### src/rtl/loader_pkg.sv
// Shared types and constants for the program loader.
package loader_pkg;

    // Loader control states
    typedef enum logic [1:0] {
        S_IDLE  = 2'd0,
        S_LOAD  = 2'd1,
        S_RUN   = 2'd2,
        S_FAULT = 2'd3
    } state_t;

    // Bit positions within the sticky error vector
    localparam int ERR_OVF = 0;
    localparam int ERR_TMO = 1;

    // MIPS instruction word width
    localparam int INSTR_W = 32;

endpackage

### src/rtl/rise_detect.sv
// Registered rising-edge detector: rise is high in the cycle d is high
// after having been low in the previous cycle.
module rise_detect (
    input  logic clk,
    input  logic rst,
    input  logic d,
    output logic rise
);

    logic prev;

    // Remember last cycle's level of d
    always_ff @(posedge clk) begin
        if (rst) prev <= 1'b0;
        else     prev <= d;
    end

    // Edge is current high with previous low
    always_comb begin
        rise = d & ~prev;
    end

endmodule

### src/rtl/program_loader.sv
// Streams a host program into processor instruction memory, releases the
// processor, waits for completion (or timeout) and captures its output.
module program_loader
    import loader_pkg::*;
#(
    parameter  int IMEM_DEPTH = 32,
    parameter  int TIMEOUT    = 1024,
    localparam int AW         = $clog2(IMEM_DEPTH),
    localparam int TW         = (TIMEOUT > 1) ? $clog2(TIMEOUT) : 1
) (
    input  logic               clk,
    input  logic               rst,
    input  logic               start,
    input  logic               prog_valid,
    input  logic [INSTR_W-1:0] prog_data,
    input  logic               prog_last,
    output logic               prog_ready,
    output logic               imem_we,
    output logic [AW-1:0]      imem_addr,
    output logic [INSTR_W-1:0] imem_wdata,
    output logic               cpu_run,
    input  logic               cpu_done,
    input  logic signed [7:0]  cpu_out,
    output logic signed [7:0]  result,
    output logic               result_valid,
    output logic               busy,
    output logic [1:0]         error
);

    localparam logic [AW-1:0] ADDR_LAST = AW'(IMEM_DEPTH - 1);
    localparam logic [TW-1:0] TMO_LAST  = TW'(TIMEOUT - 1);

    state_t             state, state_n;
    logic [AW-1:0]      cnt, cnt_n;
    logic [TW-1:0]      tcnt, tcnt_n;
    logic [1:0]         err_n;
    logic signed [7:0]  res_n;
    logic               rv_n;
    logic               done_rise;

    // The detector keeps tracking cpu_done outside RUN, so a level that is
    // already high when RUN begins produces no edge until it falls and rises.
    rise_detect u_done_edge (
        .clk  (clk),
        .rst  (rst),
        .d    (cpu_done),
        .rise (done_rise)
    );

    // State and datapath registers; reset overrides everything
    always_ff @(posedge clk) begin
        if (rst) begin
            state        <= S_IDLE;
            cnt          <= '0;
            tcnt         <= '0;
            error        <= '0;
            result       <= '0;
            result_valid <= 1'b0;
        end else begin
            state        <= state_n;
            cnt          <= cnt_n;
            tcnt         <= tcnt_n;
            error        <= err_n;
            result       <= res_n;
            result_valid <= rv_n;
        end
    end

    // Next-state logic and combinational outputs
    always_comb begin
        state_n    = state;
        cnt_n      = cnt;
        tcnt_n     = tcnt;
        err_n      = error;
        res_n      = result;
        rv_n       = 1'b0;
        prog_ready = 1'b0;
        imem_we    = 1'b0;
        imem_addr  = cnt;
        imem_wdata = prog_data;
        cpu_run    = 1'b0;
        busy       = 1'b0;

        case (state)
            S_IDLE: begin
                if (start) begin
                    state_n = S_LOAD;
                    cnt_n   = '0;
                end
            end

            S_LOAD: begin
                prog_ready = 1'b1;
                busy       = 1'b1;
                if (prog_valid) begin
                    imem_we = 1'b1;
                    cnt_n   = cnt + 1'b1;
                    // A last word in the final slot is legal, so it wins
                    // over the overflow check.
                    if (prog_last) begin
                        state_n = S_RUN;
                        tcnt_n  = '0;
                    end else if (cnt == ADDR_LAST) begin
                        err_n[ERR_OVF] = 1'b1;
                        state_n        = S_FAULT;
                    end
                end
            end

            S_RUN: begin
                cpu_run = 1'b1;
                busy    = 1'b1;
                // Completion is checked first so it beats a coincident timeout
                if (done_rise) begin
                    res_n   = cpu_out;
                    rv_n    = 1'b1;
                    state_n = S_IDLE;
                end else if (tcnt == TMO_LAST) begin
                    err_n[ERR_TMO] = 1'b1;
                    state_n        = S_FAULT;
                end else begin
                    tcnt_n = tcnt + 1'b1;
                end
            end

            S_FAULT: begin
                if (start) begin
                    err_n   = '0;
                    cnt_n   = '0;
                    state_n = S_LOAD;
                end
            end

            default: state_n = S_IDLE;
        endcase
    end

endmodule

### config.mk
export PLATFORM = sky130hd
export DESIGN_NAME = program_loader
export DESIGN_NICKNAME = d
export VERILOG_FILES = /design/src/rtl/loader_pkg.sv /design/src/rtl/rise_detect.sv /design/src/rtl/program_loader.sv
export SDC_FILE = /design/constraint.sdc
export NUM_CORES = 1
export LEC_CHECK = 0
export CAP_MARGIN = 20
export CELL_PAD_IN_SITES_DETAIL_PLACEMENT = 0
export CELL_PAD_IN_SITES_GLOBAL_PLACEMENT = 2
export CORE_UTILIZATION = 20
export CTS_CLUSTER_DIAMETER = 30
export DETAILED_ROUTE_END_ITERATION = 6
export GPL_TIMING_DRIVEN = 1
export PLACE_DENSITY_LB_ADDON = 0.1
export RECOVER_POWER = 100
export REMOVE_ABC_BUFFERS = 1
export SYNTH_ARGS = -nofsm -noshare
export SYNTH_HDL_FRONTEND = slang
export SYNTH_SLANG_ARGS = --single-unit
### constraint.sdc
create_clock -name clk -period 2.6 [get_ports clk]
set_input_delay 0.52 -clock clk [delete_from_list [all_inputs] [get_ports clk]]
set_output_delay 0.52 -clock clk [all_outputs]
set_load 0.03 [all_outputs]
==> out/metrics.csv, run 1 <==
metric,value,unit
status,"complete, no violations",
synthTopCellsByArea,"dfxtp_1, buf_4, nand2_1, ha_1, a21oi_1",
seq_area_frac_synth,0.341,
start_util,0.207,
io_buffers,33,
ant_nets,0,
finalSetupViolations,0,
final.setup.tns,0,ns
fp.coreArea,8220,um^2
critPathMaxStageDelay,0.68,ns
path_cells,"ha_1, and2_0, clkdlybuf4s50_1",
ff_latch_area,581,um^2
io_pins,98,
yosysWarnings,0,
synth-seq-cells,29,
drive_above_1_share,0.0657,
grt_pass1_wl,8.22,mm
synth_cell_type_count,45,
clk_pin_slew,0.06,ns
synth_top_family_by_area,simple AND/OR/NAND/NOR gates,
period_needed,2.45,ns
syn2layout_area_growth,18.8,%
postSynthCellCount,207,
cts_hold_buf,0,
clock.fmax,409,MHz
grt_pass1_vias,1394,
drt_iter0_drc,147,
slew_violations,0,
routabilityCongestion,0.759,
end_kind,primary output,
path_max_fanout,10,
fp.dieW,94.2,um
netlist.area_leader.share,0.341,
cts_resized,0,
insertion_delay,0.28,ns
synth_area,1700,um^2
worstHoldPathType,flop to flop,
cts_buffer_depth,2,
row_count,33,
n_antenna_cell,0,
synthSimpleGateAreaFrac,0.219,
wl_per_cell,17.7,um
tightest_slew,1.19,ns
p_leak,0.764,nW
synth.most_common_cell,buf_4,
hold_viol_final,0,
peakVddDrop,387,uV
synth.avg_cell_area,8.22,um^2
synth.top_cells.by_count,"buf_4, dfxtp_1, nand2_1",
nets,265,
synth_edf_count,0,
synthMuxAreaShare,0.00588,
slowest_stage,clkdlybuf4s50_1,
post_cts_buffers,0,
cap_violations,0,
place_hpwl,4.28,mm
clock_sinks,29,
dieArea,8880,um^2
maxSlewHeadroom,0.204,
numCtsBuffers,5,
ctsRootBufferMaster,clkbuf_8,
finalWorstSetupSlack,0.154,ns
grt_use_total,0.132,
first_pass_iters,4,
async_flop_share,0,
via_count,1495,
cts_tree,done,
drc,0,
critical_path_required,2.08,ns
synth_compound_area_frac,0.187,
crit_type,flop to primary output,
fin_crit_sh,0.941,
antenna_found_initial,0,
fillerInstances,893,
synth_ff_type,dfxtp_1,
skew,0.00781,ns
htree_levels,2,
powerDensity,821,nW/um^2
r2r_setup_slack,0.32,ns
synthAdderAreaFrac,0.0441,
grt_max_degree,24,
yosys.area.top_type,dfxtp_1,
die_h,94.2,um
synth-xor-area-share,0.0154,
pre_cts_ws,0.168,ns
crit_path_start_kind,flop,
grt_remaining_overflow,0,
finalPower,1.66,mW
rsz0062_at_grt,false,
viasPerCell,4.70,
crit_arrival,1.93,ns
drt_wl_total,5.64,mm
multi_input_area,803,um^2
-- final timing paths --
path	startpoint	to	depth (start not counted)
worst max register to register	state[0]	tcnt[3]	6
worst min register to register	result[5]	result[5]	2
worst max-delay path	state[0]	imem_we	3
worst min-delay path	result[5]	result[5]	2
-- cell families after synthesis --
logic type               after synthesis
AND/OR/NAND/NOR                       72
flip-flops                            29
XOR/XNOR                               3
multiplexers                           1
buffers and inverters                 49
AO/OA/AOI/OAI                         47
adder cells (fa/ha/maj)                6
-- routing by layer --
| metal | global-route usage | vias to the layer above | wire length [um] |
|---|---|---|---|
| met5 | 0.00641 | - | 0 |
| met4 | 0.0423 | 0 | 63 |
| met3 | 0.0882 | 6 | 694 |
| met2 | 0.179 | 79 | 2420 |
| met1 | 0.164 | 696 | 2460 |
| li1 | - | 714 | - |
-- per-stage QoR --
step / utilization / instances / hold slack [ns] / instance area [um^2]
2_1_floorplan: - / 167 / 0.456 / 1420
3_3_place_gp: 0.234 / 311 / 0.446 / 1920
3_5_place_dp: 0.234 / 311 / 0.450 / 1920
4_1_cts: 0.247 / 318 / 0.459 / 2030
5_1_grt: 0.246 / 318 / 0.481 / 2020
6_report: 0.246 / 318 / 0.457 / 2020
-- area by class of cell --
cell class | instances | share of cell area
multi-input cells | 129 | 0.398
flip-flops and latches | 29 | 0.287
repair buffers | 39 | 0.182
well taps | 105 | 0.0650
clock buffers | 5 | 0.0341
clock inverters | 2 | 0.0173
inverters | 9 | 0.0167
-- registers in the layout, summed over array words and instances, names as in the netlist --
register          flops
u_done_edge.prev      1
error                 2
state                 2
result                8
result_valid          1
imem_addr             5
tcnt                 10
-- where the power goes --
part	switching (mW)	leakage, nW	internal (mW)
logic	0.427	0.475	0.244
registers	0.0367	0.235	0.490
clock network	0.183	0.0540	0.278
-- worst max-delay path, delay by kind of cell (launching register included) --
kind / cells / cell delay, ns
buffers and inverters: 1 / 0.68
DFF: 1 / 0.39
and+or+nand+nor: 1 / 0.21
adders and majority gates: 1 / 0.37
-- cell usage in the layout (no fill, tap or decap), types with 3 or more instances in the layout --
cell	n
dfxtp_1	29
nand2_1	25
dlygate4sd3_1	20
a21oi_1	13
clkdlybuf4s50_1	13
nor2_1	12
o21ai_0	10
inv_1	9
ha_1	6
nand3_1	5
clkbuf_8	5
nor2b_1	4
a31oi_1	4
nor3_1	4
buf_4	4
and3_1	3
and4_1	3
o311ai_0	3
o221a_2	3
(Power assumes the default switching activity.)
==> run 2: changes to the inputs <==
Settings changed: CTS_CLUSTER_DIAMETER 30 to not set, GPL_TIMING_DRIVEN 1 to 0.
==> out/metrics.csv, run 2 (synthesis gave the netlist of run 1 again) <==
metric,value,unit
syn2layout_area_growth,17.4,%
dieArea,8880,um^2
grt_max_degree,25,
swShare,0.378,
final.setup.tns,0,ns
cap_violations,0,
finalSetupViolations,0,
maxSlewHeadroom,0.324,
cts_hold_buf,0,
skew,0.00814,ns
viasPerCell,4.70,
via_count,1472,
power.internal,1.03,mW
antenna_found_initial,0,
final_common_cell,dfxtp_1,
cts_buffer_depth,2,
fillerInstances,918,
die_h,94.2,um
met2_length,2.24,mm
p_leak,0.742,nW
switching_power,0.625,mW
insertion_delay,0.28,ns
mostFrequentLayoutCells,"dfxtp_1, nand2_1, dlygate4sd3_1",
io_buffers,33,
slowest_stage,clkdlybuf4s50_1,
fin_crit_sh,0.955,
numCtsBuffers,5,
powerDensity,827,nW/um^2
met3_length,632,um
stdcell_count,313,
power.share.sequential,0.318,
htree_levels,2,
slew_violations,0,
grt_use_total,0.129,
drc,0,
peakVddDrop,358,uV
r2r-start,state[0],
n_antenna_cell,0,
first_pass_iters,4,
critical-path-top-delay-family,buffers and inverters,
path_max_fanout,15,
r2r-end,tcnt[3],
clock_sinks,29,
status,"complete, no violations",
power_frac_clock,0.299,
cts_tree,done,
nets,259,
row_count,33,
fp.dieW,94.2,um
end_kind,primary output,
place_area,1880,um^2
critPathMaxStageDelay,0.78,ns
r2r_setup_slack,0.18,ns
grt_pass1_vias,1477,
crit_type,flop to primary output,
drt_iter0_drc,47,
top_layer_used,met4,
clk_pin_slew,0.06,ns
critical_path_required,2.08,ns
drt_wl_total,5.48,mm
worstHoldPathType,flop to flop,
drive_above_1_share,0.0577,
place_hpwl,4.09,mm
stdcell_area,2000,um^2
path_cells,"inv_1, ha_1, clkdlybuf4s50_1",
cp.depth,3,
ctsRootBufferMaster,clkbuf_8,
largest_reg_flops,10,
wl_per_cell,17.5,um
fp.coreArea,8220,um^2
worst-path-buf-inv,2,
ant_nets,0,
critPathLaunch,state[0],
pwr-share-comb,0.383,
grt_pass1_wl,8.18,mm
hold_viol_final,0,
routabilityCongestion,0.775,
finalPower,1.65,mW
grt_remaining_overflow,0,
period_needed,2.48,ns
io_pins,98,
critical_path.endpoint,cpu_run,
dp.cells,305,
clock.fmax,403,MHz
tightest_slew,1.01,ns
crit_arrival,1.96,ns
start_util,0.207,
met1_length,2.56,mm
crit_path_start_kind,flop,
reg2reg_depth,6,
top_register,tcnt,
[run 2: power groups by stage]
stage,Combinational [mW],Sequential (mW),Clock [mW]
floorplan,0.358,0.587,0
global placement,0.657,0.535,0
detailed placement,0.656,0.536,0
CTS,0.659,0.528,0.505
global route,0.701,0.534,0.537
finish,0.634,0.526,0.494
[run 2: worst min-delay path by stage]
stage               from   endpoint  depth (start not counted)
2_1_floorplan    tcnt[1]    tcnt[1]                          2
3_3_place_gp   result[5]  result[5]                          2
3_5_place_dp   result[5]  result[5]                          2
4_1_cts        result[5]  result[5]                          2
5_1_grt        result[3]  result[3]                          2
6_report       result[5]  result[5]                          2
[run 2: per-layer routing]
layer,global-route usage,up-vias
met4,0.0359,0
li1,-,704
met5,0.00641,-
met1,0.168,696
met2,0.167,68
met3,0.0882,4
[run 2: cell type report]
type / instances / area [um^2] / area share
Timing Repair Buffer: 33 / 330 / 0.165
Tap cell: 105 / 131 / 0.0657
Sequential cell: 29 / 581 / 0.291
Inverter: 9 / 33.8 / 0.0169
Clock buffer: 7 / 86.3 / 0.0432
Clock inverter: 1 / 30.0 / 0.0150
Multi-Input combinational cell: 129 / 806 / 0.403
[run 2: through the flow]
step            util  worst slack (ns)  hold WS [ns]
6_report       0.243             0.117         0.460
3_3_place_gp   0.229            0.0220         0.451
4_1_cts        0.243            0.0639         0.466
5_1_grt        0.243          -0.00481         0.484
3_5_place_dp   0.229           -0.0133         0.456
2_1_floorplan      -             0.316         0.456
[run 2: tightest hold or removal path: cells and delay by family (launching register included)]
| kind | cells | cell delay, ns |
|---|---|---|
| compound gates | 1 | 0.05 |
| flops | 1 | 0.31 |
| simple gates | 1 | 0.05 |
[run 2: repair_timing]
item,CTS,global route
setup endpoints to repair,0,3
resized for setup,0,2
buffers inserted,0,0
hold endpoints to repair,0,0
